===== src/rtl/vape_pkg.sv =====
// vape_pkg: shared FSM states, reset-handler default and cycle-counter width for the ER tracker
package vape_pkg;
  typedef enum logic [1:0] {IDLE = 2'd0, RUN = 2'd1, DONE = 2'd2, ABORT = 2'd3} state_t;
  localparam logic [15:0] RESET_HANDLER_DEF = 16'h0000;
  localparam int CYC_W = 16;
  localparam logic [CYC_W-1:0] CYC_MAX = '1;
endpackage


===== src/rtl/vape_er_exec_track_if.sv =====
// vape_er_exec_track_if: CPU/DMA observation bus and attestation outputs of the ER tracker
interface vape_er_exec_track_if;
  logic [15:0] pc, data_addr, dma_addr, ER_min, ER_max, er_cycles;
  logic irq, data_en, dma_en, exec, er_busy;
  modport master(output pc, irq, data_addr, data_en, dma_addr, dma_en, ER_min, ER_max,
                 input exec, er_busy, er_cycles);
  modport slave(input pc, irq, data_addr, data_en, dma_addr, dma_en, ER_min, ER_max,
                output exec, er_busy, er_cycles);
endinterface


===== src/rtl/vape_range_cmp.sv =====
// vape_range_cmp: unsigned inclusive address-in-range check
module vape_range_cmp (
  input  logic [15:0] addr_i,
  input  logic [15:0] lo_i,
  input  logic [15:0] hi_i,
  output logic        in_o
);
  assign in_o = (addr_i >= lo_i) && (addr_i <= hi_i);
endmodule


===== src/rtl/vape_er_exec_track.sv =====
// vape_er_exec_track: tracks atomic, unmodified execution of the executable region ER_min..ER_max
// Define VAPE_IRQ_ABORT_EN to make an interrupt during an ER run abort it.
module vape_er_exec_track
  import vape_pkg::*;
#(
  parameter logic [15:0] RESET_HANDLER = RESET_HANDLER_DEF
) (
  input logic                  clk,
  input logic                  rst,
  vape_er_exec_track_if.slave  bus
);
  state_t           state_q, state_d;
  logic [CYC_W-1:0] cyc_q, cyc_d;
  logic             exec_q, busy_q;
  logic             pc_in, data_in, dma_in, wr_er, bad_idle, bad_run, irq_abt, inv;
  vape_range_cmp u_pc_cmp   (.addr_i(bus.pc),        .lo_i(bus.ER_min), .hi_i(bus.ER_max), .in_o(pc_in));
  vape_range_cmp u_data_cmp (.addr_i(bus.data_addr), .lo_i(bus.ER_min), .hi_i(bus.ER_max), .in_o(data_in));
  vape_range_cmp u_dma_cmp  (.addr_i(bus.dma_addr),  .lo_i(bus.ER_min), .hi_i(bus.ER_max), .in_o(dma_in));
`ifdef VAPE_IRQ_ABORT_EN
  assign irq_abt = bus.irq;
`else
  assign irq_abt = 1'b0;
`endif
  assign inv      = bus.ER_min > bus.ER_max;
  assign wr_er    = (bus.data_en && data_in) || (bus.dma_en && dma_in);
  assign bad_idle = pc_in && (bus.pc != bus.ER_min);
  assign bad_run  = bus.dma_en || !pc_in || irq_abt;
  always_comb begin
    state_d = state_q;
    case (state_q)
      IDLE, DONE: state_d = (wr_er || bad_idle) ? ABORT : (bus.pc == bus.ER_min) ? RUN : state_q;
      RUN:        state_d = (wr_er || bad_run) ? ABORT : (bus.pc == bus.ER_max) ? DONE : RUN;
      default:    state_d = (bus.pc == RESET_HANDLER && !wr_er) ? IDLE : ABORT;
    endcase
    if (inv) state_d = ABORT;
  end
  // the cycle that leaves RUN for DONE still executes inside ER, so it is counted
  assign cyc_d = (state_d == ABORT) ? '0 :
                 (state_d == RUN && state_q != RUN) ? CYC_W'(1) :
                 (state_q == RUN) ? ((cyc_q == CYC_MAX) ? cyc_q : cyc_q + CYC_W'(1)) : cyc_q;
  always_ff @(posedge clk or posedge rst) begin
    if (rst) begin
      state_q <= ABORT;
      cyc_q   <= '0;
      exec_q  <= 1'b0;
      busy_q  <= 1'b0;
    end else begin
      state_q <= state_d;
      cyc_q   <= cyc_d;
      exec_q  <= state_d == DONE;
      busy_q  <= state_d == RUN;
    end
  end
  assign bus.exec      = exec_q;
  assign bus.er_busy   = busy_q;
  assign bus.er_cycles = cyc_q;
endmodule


===== src/flat_wrapper.sv =====
// flat-port wrapper written by rule: the top's interface ports become plain ports
module vape_er_exec_track_flat import vape_pkg::*;
#(
  parameter logic [15:0] RESET_HANDLER = RESET_HANDLER_DEF
)
  (clk, rst, bus_pc, bus_irq, bus_data_addr, bus_data_en, bus_dma_addr, bus_dma_en, bus_ER_min, bus_ER_max, bus_exec, bus_er_busy, bus_er_cycles);
  vape_er_exec_track_if bus_i ();
  input logic clk;
  input logic rst;
  input wire logic [$bits(bus_i.pc)-1:0] bus_pc;
  input wire logic [$bits(bus_i.irq)-1:0] bus_irq;
  input wire logic [$bits(bus_i.data_addr)-1:0] bus_data_addr;
  input wire logic [$bits(bus_i.data_en)-1:0] bus_data_en;
  input wire logic [$bits(bus_i.dma_addr)-1:0] bus_dma_addr;
  input wire logic [$bits(bus_i.dma_en)-1:0] bus_dma_en;
  input wire logic [$bits(bus_i.ER_min)-1:0] bus_ER_min;
  input wire logic [$bits(bus_i.ER_max)-1:0] bus_ER_max;
  output wire logic [$bits(bus_i.exec)-1:0] bus_exec;
  output wire logic [$bits(bus_i.er_busy)-1:0] bus_er_busy;
  output wire logic [$bits(bus_i.er_cycles)-1:0] bus_er_cycles;
  assign bus_i.pc = bus_pc;
  assign bus_i.irq = bus_irq;
  assign bus_i.data_addr = bus_data_addr;
  assign bus_i.data_en = bus_data_en;
  assign bus_i.dma_addr = bus_dma_addr;
  assign bus_i.dma_en = bus_dma_en;
  assign bus_i.ER_min = bus_ER_min;
  assign bus_i.ER_max = bus_ER_max;
  assign bus_exec = bus_i.exec;
  assign bus_er_busy = bus_i.er_busy;
  assign bus_er_cycles = bus_i.er_cycles;
  vape_er_exec_track #(.RESET_HANDLER(RESET_HANDLER)) u_core (.clk(clk), .rst(rst), .bus(bus_i));
endmodule

===== config.mk =====
export PLATFORM = sky130hd
export DESIGN_NAME = vape_er_exec_track_flat
export DESIGN_NICKNAME = d
export VERILOG_FILES = /design/src/rtl/vape_pkg.sv /design/src/rtl/vape_er_exec_track_if.sv /design/src/rtl/vape_range_cmp.sv /design/src/rtl/vape_er_exec_track.sv /design/src/flat_wrapper.sv
export SDC_FILE = /design/constraint.sdc
export NUM_CORES = 1
export LEC_CHECK = 0
export ABC_AREA = 0
export BUFFER_PORTS_ARGS = -buffer_cell sky130_fd_sc_hd__buf_2
export CORE_MARGIN = 5
export CORE_UTILIZATION = 54
export CTS_CLUSTER_DIAMETER = 30
export DETAILED_ROUTE_END_ITERATION = 10
export PLACE_DENSITY = 0.86
export SKIP_LAST_GASP = 1
export SYNTH_ARGS = -nofsm -noshare
export SYNTH_HDL_FRONTEND = slang
export SYNTH_SLANG_ARGS = --single-unit

===== constraint.sdc =====
create_clock -name clk -period 2.8 [get_ports clk]
set_input_delay 0.14 -clock clk [delete_from_list [all_inputs] [get_ports clk]]
set_output_delay 0.14 -clock clk [all_outputs]
set_load 0.01 [all_outputs]

Word level (Yosys, flattened, before mapping)
Cells that the tools add are included.

Input port bits: 85. Register bits after elaboration: 20. Word-level logic and storage cells: 53.

Eq/ne operators: 11. Order comparisons: 7. Reduce and logical (&&, ||, !) cells: 19. $add $sub $neg: 1. Multiplexer cells: 11.

Operators by type and width (number): 16-bit 2-to-1 mux (4); 16-bit >= comparator (3); 16-bit less-or-equal comparator (3); 16-bit equality test (2); 16-bit by 1-bit adder with 16-bit output (second input constant) (1); 16-bit equality test (second input constant) (1); 16-bit greater-than comparator (1); 16-bit zero test (1); 16-bit inequality test (1); 2-bit 2-to-1 mux (6); 1-bit logical AND (8); 2-bit equality test (second input constant) (3); 2-bit by 1-bit equality test with 1-bit output (second input constant) (2); 1-bit logical OR (4); 2-bit case mux with 2 select lines (1); 3-bit by 1-bit inequality test with 1-bit output (second input constant) (1); 3-bit nonzero test (1); 1-bit zero test (2); 2-bit zero test (1); 2-bit by 1-bit inequality test with 1-bit output (second input constant) (1); 2-bit AND reduction (1); 2-bit OR reduction (1).

Longest topological paths before layout
Gate-level depths: netlist (run 1).

Word-level depth: 13. Mapped depth: 13.

By module
Synthesis (run 1) repeated with hierarchy kept, for this count alone.

Cell total of the unflattened synthesis: 550. Area total of the unflattened synthesis: 4403.0 um^2.

By module, submodules not included: vape_range_cmp (instances 3, cells each 110, area an instance 807.0 um^2); vape_er_exec_track (instances 1, cells each 220, area an instance 1981.9 um^2).

Worst setup path after synthesis (run 1)
OpenSTA, ideal clock, no wires.

Path kind: input-to-reg. From: input port bus_ER_min[14]. To: register u_core.cyc_q[0] (netlist: u_core.bus.er_cycles[0]). Cell stages on the path: 11. Arrival: 2895 ps. Setup slack: -217 ps. Buffers on the path: 1. Cell sequence: inv_1 ha_1 nand4_2 or3_1 or4_1 o211a_1 or4_1 buf_2 and2_4 or3_1 a32o_1.

Cells in the longest elaborated chain, start to end: 13. Elaborated cells on any way between the ends: 33. Those cells by class: order compare: 4; eq/ne: 5; mux: 8; reduce/logical: 16.

RTL lines: start: declaration (RTL line flat_wrapper.sv:16) `input wire logic [$bits(bus_i.ER_min)-1:0] bus_ER_min;`; 16-bit >= comparator (RTL line vape_range_cmp.sv:8) `assign in_o = (addr_i >= lo_i) && (addr_i <= hi_i);`; 1-bit logical AND (RTL line vape_range_cmp.sv:8); 1-bit logical AND (RTL line vape_er_exec_track.sv:25) `assign wr_er = (bus.data_en && data_in) || (bus.dma_en && dma_in);`; 1-bit logical OR (RTL line vape_er_exec_track.sv:25); 1-bit zero test (RTL line vape_er_exec_track.sv:33) `default: state_d = (bus.pc == RESET_HANDLER && !wr_er) ? IDLE : ABORT;`; 1-bit logical AND (RTL line vape_er_exec_track.sv:33); 2-bit 2-to-1 mux (RTL line vape_er_exec_track.sv:33); 2-bit case mux with 2 select lines (RTL line vape_er_exec_track.sv:30) `case (state_q)`; 2-bit 2-to-1 mux * (RTL line vape_er_exec_track.sv:35) `if (inv) state_d = ABORT;`; 2-bit by 1-bit equality test with 1-bit output (RTL line vape_er_exec_track.sv:39) `(state_d == RUN && state_q != RUN) ? CYC_W'(1) :`; 1-bit logical AND (RTL line vape_er_exec_track.sv:39); 3-bit by 1-bit inequality test with 1-bit output (no line) (tied with other cells); 2-bit AND reduction (no line) or 16-bit 2-to-1 mux (tied branches); end signal: assignment (RTL line vape_er_exec_track.sv:49) `cyc_q <= cyc_d;`; end: declaration (RTL line vape_er_exec_track.sv:13) `logic [CYC_W-1:0] cyc_q, cyc_d;`.

Mark *: on every way between the ends. The rest lies on a longest branch, timed or not. A chain may end at the register's enable or synchronous reset.

Final worst setup path (run 1)
From: input port bus_ER_min[4]. To: register u_core.cyc_q[0] (netlist: u_core.bus.er_cycles[0]).

Same word-level chain as after synthesis.

==> flow_summary.toml, run 1 <==
[status]
outcome = "complete, but fails checks"
violations = "negative setup slack"

[logic_synthesis]
yosysMostFrequentCell = "ha_1"
synth.top_cell.area_share = 0.381
syn_inst = 475
ys_warn_count = 0
syn_area_sq_um = 3710
synth_fp_nets = 673
synth-async-reset-ratio = 1.00
synth_common_cells = "113 x ha_1, 63 x a21oi_1, 40 x inv_1, 34 x nor2_1, 33 x nand2_1"
avgSynthCellArea_sq_um = 7.82
ys.flop_type = "dfrtp_1"
synth_seq_cells = 20
synth_edf_count = 0
yosys.area.top_type = "ha_1"
synth_area_leaders = "ha_1 38%, dfrtp_1 12%, a21oi_1 8.5%"
seq_area_frac_synth = 0.135
yosysUniqueCellTypes = 47

[clock_network]
cts_tree = "done"
path_clk_slew_ps = 80
cts_made_buffers = 3
cts_sinks = 20
htreeDepth = 1
cts_root_buffer = "clkbuf_8"
cts_buffer_depth = 2
clkLatencyLatePin_ps = 260

[sta]
skew_ps = 4.49
finalSetupViolations = 10
timing.hold.ws_ps = 6.94
rsz0062_at_grt = "yes"
fmax_mhz = 337
tightest_slew_ps = 771
setup_ws_ps = -164
relSlewSlack = 0.485
finalCriticalPeriod_ps = 2960
report.final.slew_viol_count = 0
period_share = 1.06
fin_setup_tns_ps = -704
hold_violations = 0

[finish]
fill_cells = 456
fin_nets = 877
drive_gt1_frac = 0.363
final_util = 0.787
syn_to_final_growth_pct = 43.2
antenna-diode-count = 0

[worst_setup_path]
cp_slowest_cell = "or4_4"
crit_fanout = 8
crit_path_end = "u_core.bus.er_cycles[0]$_DFFE_PP0P_"
worstPathCellList = "buf_2, inv_1, ha_1, nand4_1, or3_1, or4_4, o211a_1, a211oi_1, nor3_2, o21ai_2, buf_4, o31ai_2, a32o_1"
worst-path-buf-inv = 3
crit_arrival_ps = 3120
startpoint_type = "input port"
path_class = "input port to flop"
cp-end-kind = "flop"
rrSetupSlack_ps = -70
path_depth = 13
reg2reg_to = "u_core.bus.er_cycles[0]$_DFFE_PP0P_"
r2r_start = "u_core.state_q[0]$_DFF_PP1_"
critPathRequiredTime_ps = 2950
r2r_cells = 9
slowest_delay_ps = 530
cp-startpoint = "bus_ER_min[4]"
cp_top_family = "simple AND/OR/NAND/NOR gates"

[detailed_routing]
drtPass1Iterations = 6
via_per_inst = 6.09
ant_nets = 0
first_iter_violations = 361
wirelength_mm = 13.5
wl_per_cell_microns = 17.8
dr_total_vias = 4614
drc = 0

[grt]
antenna_found_initial = 0
grt_max_degree = 21
grt_usage = 0.305
overflow = 0
grt_pass1_vias = 4774
grt_pass1_wl_mm = 21.4

[placed_design]
dpl_worst_slack_ps = -297
hpwlAfterDp_mm = 11.3
gp_congestion = 0.980
port_buffers = 101

[floorplanning]
die_w_microns = 92.9
start_util = 0.550
fp.dieArea_sq_um = 8640
pin_count = 103
dieHeight_microns = 92.9
core_area_sq_um = 6760
fp-row-count = 30

[power]
vdd_drop_max_mv = 0.428
power_density_nw_per_um2 = 227
finalPower_uw = 1210
power_leakage_uw = 0.00281

[job]
cap_violations = 0

[worst_hold_path]
hp-class = "input port to asynchronous set/reset pin"
state kept, by name (all words and copies together), names as in the netlist:
name and count:
u_core.bus.exec 1, u_core.state_q 2, u_core.bus.er_busy 1, u_core.bus.er_cycles 16
cells by family (layout without fill, tap and decap cells):
logic type	after synthesis	after routing	share of synthesized area
fa+ha+maj	113	113	0.381
buf+inv	47	250	0.0478
compound gates	126	126	0.202
simple gates	169	169	0.234
flops	20	20	0.135
worst min-delay path by stage:
| stage | startpoint | slack (ps) | endpoint |
|---|---|---|---|
| global route | rst | 70 | u_core.bus.exec$_DFF_PP0_ |
| floorplan | rst | 100 | u_core.bus.er_busy$_DFF_PP0_ |
| global placement | rst | 290 | u_core.bus.exec$_DFF_PP0_ |
| CTS | rst | 20 | u_core.bus.exec$_DFF_PP0_ |
| detailed placement | rst | 310 | u_core.bus.er_busy$_DFF_PP0_ |
| finish | rst | 7 | u_core.bus.exec$_DFF_PP0_ |
cell usage in the layout, fill, tap and decap left out, types with 3 or more instances in the layout:
| cell type | netlist | routed |
|---|---|---|
| a21o_1 | 4 | 4 |
| a21oi_1 | 63 | 63 |
| a221oi_1 | 3 | 3 |
| a31oi_1 | 8 | 8 |
| and2_1 | 6 | 6 |
| and3_1 | 6 | 6 |
| buf_2 | 1 | 101 |
| buf_4 | 0 | 105 |
| clkbuf_8 | 0 | 3 |
| dfrtp_1 | 18 | 18 |
| ha_1 | 113 | 105 |
| ha_4 | 0 | 8 |
| inv_1 | 40 | 33 |
| inv_2 | 0 | 7 |
| nand2_1 | 33 | 33 |
| nand2b_1 | 6 | 6 |
| nand3_1 | 18 | 18 |
| nand4_1 | 20 | 20 |
| nor2_1 | 34 | 32 |
| nor2b_1 | 9 | 9 |
| nor3_1 | 13 | 9 |
| nor3_2 | 0 | 4 |
| nor4_1 | 9 | 8 |
| o211ai_1 | 3 | 3 |
| o21ai_0 | 22 | 22 |
| or2_2 | 3 | 3 |
| or3_1 | 4 | 4 |
power breakdown:
group          leakage [uW]  internal (uW)  switching [uW]
combinational       0.00250            307             319
clock             0.0000357            191             100
sequential         0.000273            289         0.00148
cell type report:
class / instances / area, sq um / area share
multi-input combinational: 408 / 3200 / 0.602
timing repair buffer: 206 / 1290 / 0.243
sequential: 20 / 503 / 0.0945
inverter: 40 / 150 / 0.0282
tap: 80 / 100 / 0.0188
clock buffer: 3 / 41.3 / 0.00776
clock inverter: 1 / 30.0 / 0.00564
metrics by stage:
| step | cell area, sq um | cells |
|---|---|---|
| after global routing | 5320 | 758 |
| after detailed placement | 5140 | 753 |
| final | 5320 | 758 |
| after floorplan | 3790 | 475 |
| after global placement | 5140 | 753 |
| after CTS | 5240 | 758 |
routing by layer:
layer  GRT usage  vias up  wire (microns)
li1            -     2202               -
met1       0.369     2109            5430
met2       0.545      248            6550
met3      0.0414       55             953
met4       0.112        0             538
met5           0        -               0
worst register-to-register path, cell delays in order, from the launching register on:
cell	delay (ps)
dfstp_2	560
inv_1	90
nor4_1	210
nand4_1	150
nor4_1	440
o211ai_1	170
a311oi_1	660
o21ai_0	220
o31ai_2	120
a32o_1	180
what timing repair did:
item,CTS,global route
setup buffers,1,0
gates resized for setup,4,15
endpoints found under the setup margin,3,16
hold buffers,0,0
pin swaps,2,8
Note: power is estimated with default switching activity, not from simulation.
==> run 2, diff against run 1 <==
--- a/config.mk
+++ b/config.mk
@@ -8,10 +8,11 @@
 export ABC_AREA = 0
 export BUFFER_PORTS_ARGS = -buffer_cell sky130_fd_sc_hd__buf_2
 export CORE_MARGIN = 5
-export CORE_UTILIZATION = 54
-export CTS_CLUSTER_DIAMETER = 30
+export CORE_UTILIZATION = 30
+export CTS_CLUSTER_DIAMETER = 120
 export DETAILED_ROUTE_END_ITERATION = 10
-export PLACE_DENSITY = 0.86
+export PLACE_DENSITY = 0.55
+export SKIP_CTS_REPAIR_TIMING = 1
 export SKIP_LAST_GASP = 1
 export SYNTH_ARGS = -nofsm -noshare
 export SYNTH_HDL_FRONTEND = slang
==> flow_summary.toml, run 2 (synthesis gave the netlist of run 1 again) <==
[status]
outcome = "complete, but fails checks"
violations = "negative setup slack"

[sta]
rsz0062_at_grt = "yes"
report.final.slew_viol_count = 0
period_share = 1.01
finalCriticalPeriod_ps = 2830
finalSetupViolations = 1
setup_ws_ps = -32.5
skew_ps = 1.10
hold_violations = 0
relSlewSlack = 0.481
tightest_slew_ps = 778
fmax_mhz = 353

[finish]
final_cell_mix = "124 x buf_4, 103 x ha_1, 97 x buf_2"
fill_cells = 1221
antenna-diode-count = 0
syn_to_final_growth_pct = 50.9
largest_reg_flops = 16
drive_gt1_frac = 0.381
fin_nets = 892
final_common_cell = "buf_4"

[placed_design]
dpl_worst_slack_ps = -425
port_buffers = 101
hpwlAfterDp_mm = 11.8
gp_congestion = 0.884

[clock_network]
cts_tree = "done"
cts_root_buffer = "clkbuf_16"
path_clk_slew_ps = 60
cts_buffer_depth = 2
clkLatencyLatePin_ps = 250
cts_made_buffers = 3
cts_sinks = 20
htreeDepth = 1

[power]
vdd_drop_max_mv = 0.265
p_clk_frac = 0.262
p_sw_uw = 422
finalPower_uw = 1240
power_density_nw_per_um2 = 222
p_seq_frac = 0.232
intPower_uw = 822
comb_power_share = 0.506
power_leakage_uw = 0.00289
switching_share = 0.339

[worst_setup_path]
slowest_delay_ps = 490
critPathRequiredTime_ps = 2940
cp-end-kind = "flop"
cp_top_family = "simple AND/OR/NAND/NOR gates"
crit_arrival_ps = 2970
worstPathCellList = "buf_2, inv_1, ha_1, nand4_1, or3_1, or4_4, o211a_1, or4_4, and2_4, or3_1, a32o_1"
path_class = "input port to flop"
startpoint_type = "input port"
crit_fanout = 4
worst-path-buf-inv = 2
cp_slowest_cell = "or4_4"

[grt]
grt_pass1_wl_mm = 21.1
grt_usage = 0.175
grt_max_degree = 21
overflow = 0
grt_pass1_vias = 4453
antenna_found_initial = 0

[detailed_routing]
wl_per_cell_microns = 15.5
ant_nets = 0
first_iter_violations = 202
drtPass1Iterations = 4
wirelength_mm = 13.4
drc = 0
dr_total_vias = 4370
via_per_inst = 5.08

[worst_hold_path]
hp-class = "input port to asynchronous set/reset pin"

[floorplanning]
fp-row-count = 40
start_util = 0.308
dieHeight_microns = 121
pin_count = 103
die_w_microns = 121
core_area_sq_um = 12100
fp.dieArea_sq_um = 14700

[job]
cap_violations = 0
## run 2: final cells by class
cell class	count	area (sq um)	area share
Timing Repair Buffer	221	1420	0.253
Clock buffer	4	88.8	0.0158
Multi-Input combinational cell	408	3230	0.576
Tap cell	168	210	0.0375
Inverter	40	158	0.0281
Sequential cell	20	503	0.0897
## run 2: worst register-to-register path: stages, from the launching register on
cell      delay [ps]
dfstp_2          550
inv_1             90
nor4_1           190
nand4_1          120
nor4_1           400
a211oi_1         120
nor3_2           190
o21ai_2          120
or3_1            390
a32o_1           250
## run 2: power by group through the flow
| stage | Sequential (uW) | Combinational [uW] | Clock, uW |
|---|---|---|---|
| after detailed placement | 294 | 607 | 0 |
| after global placement | 294 | 586 | 0 |
| after CTS | 289 | 611 | 330 |
| after floorplan | 294 | 298 | 0 |
| after global routing | 289 | 712 | 341 |
| final | 289 | 629 | 325 |
## run 2: per-layer routing
layer,global-route usage,up-vias,part of all wire
met4,0.0266,0,0.016
met3,0.0303,12,0.046
met1,0.216,2062,0.44
li1,-,2224,-
met2,0.323,72,0.50
met5,0,-,0
## run 2: metrics by stage
step	instances	utilization	hold slack [ps]	TNS [ps]	area (sq um)
final	861	0.465	25.3	-32.5	5610
after global routing	861	0.465	107	-408	5610
after CTS	857	0.451	63.8	-978	5430
after detailed placement	853	0.443	329	-5360	5350
after global placement	853	0.443	318	-5390	5350
after floorplan	475	-	102	-86.4	3790
## run 2: path summary, 6_finish.rpt
kind                                                     start                                   end  slack (ps)  cells after the start
setup / recovery                                 bus_ER_min[5]   u_core.bus.er_cycles[0]$_DFFE_PP0P_         -30                     11
hold reg to reg            u_core.bus.er_cycles[4]$_DFFE_PP0P_   u_core.bus.er_cycles[4]$_DFFE_PP0P_         590                      2
setup reg to reg                   u_core.state_q[0]$_DFF_PP1_   u_core.bus.er_cycles[0]$_DFFE_PP0P_         280                      9
min in group clk                                    bus_dma_en  u_core.bus.er_cycles[14]$_DFFE_PP0P_         550                      5
max in group asynchronous                                  rst   u_core.bus.er_cycles[1]$_DFFE_PP0P_        2290                      2
hold / removal                                             rst             u_core.bus.exec$_DFF_PP0_          30                      2
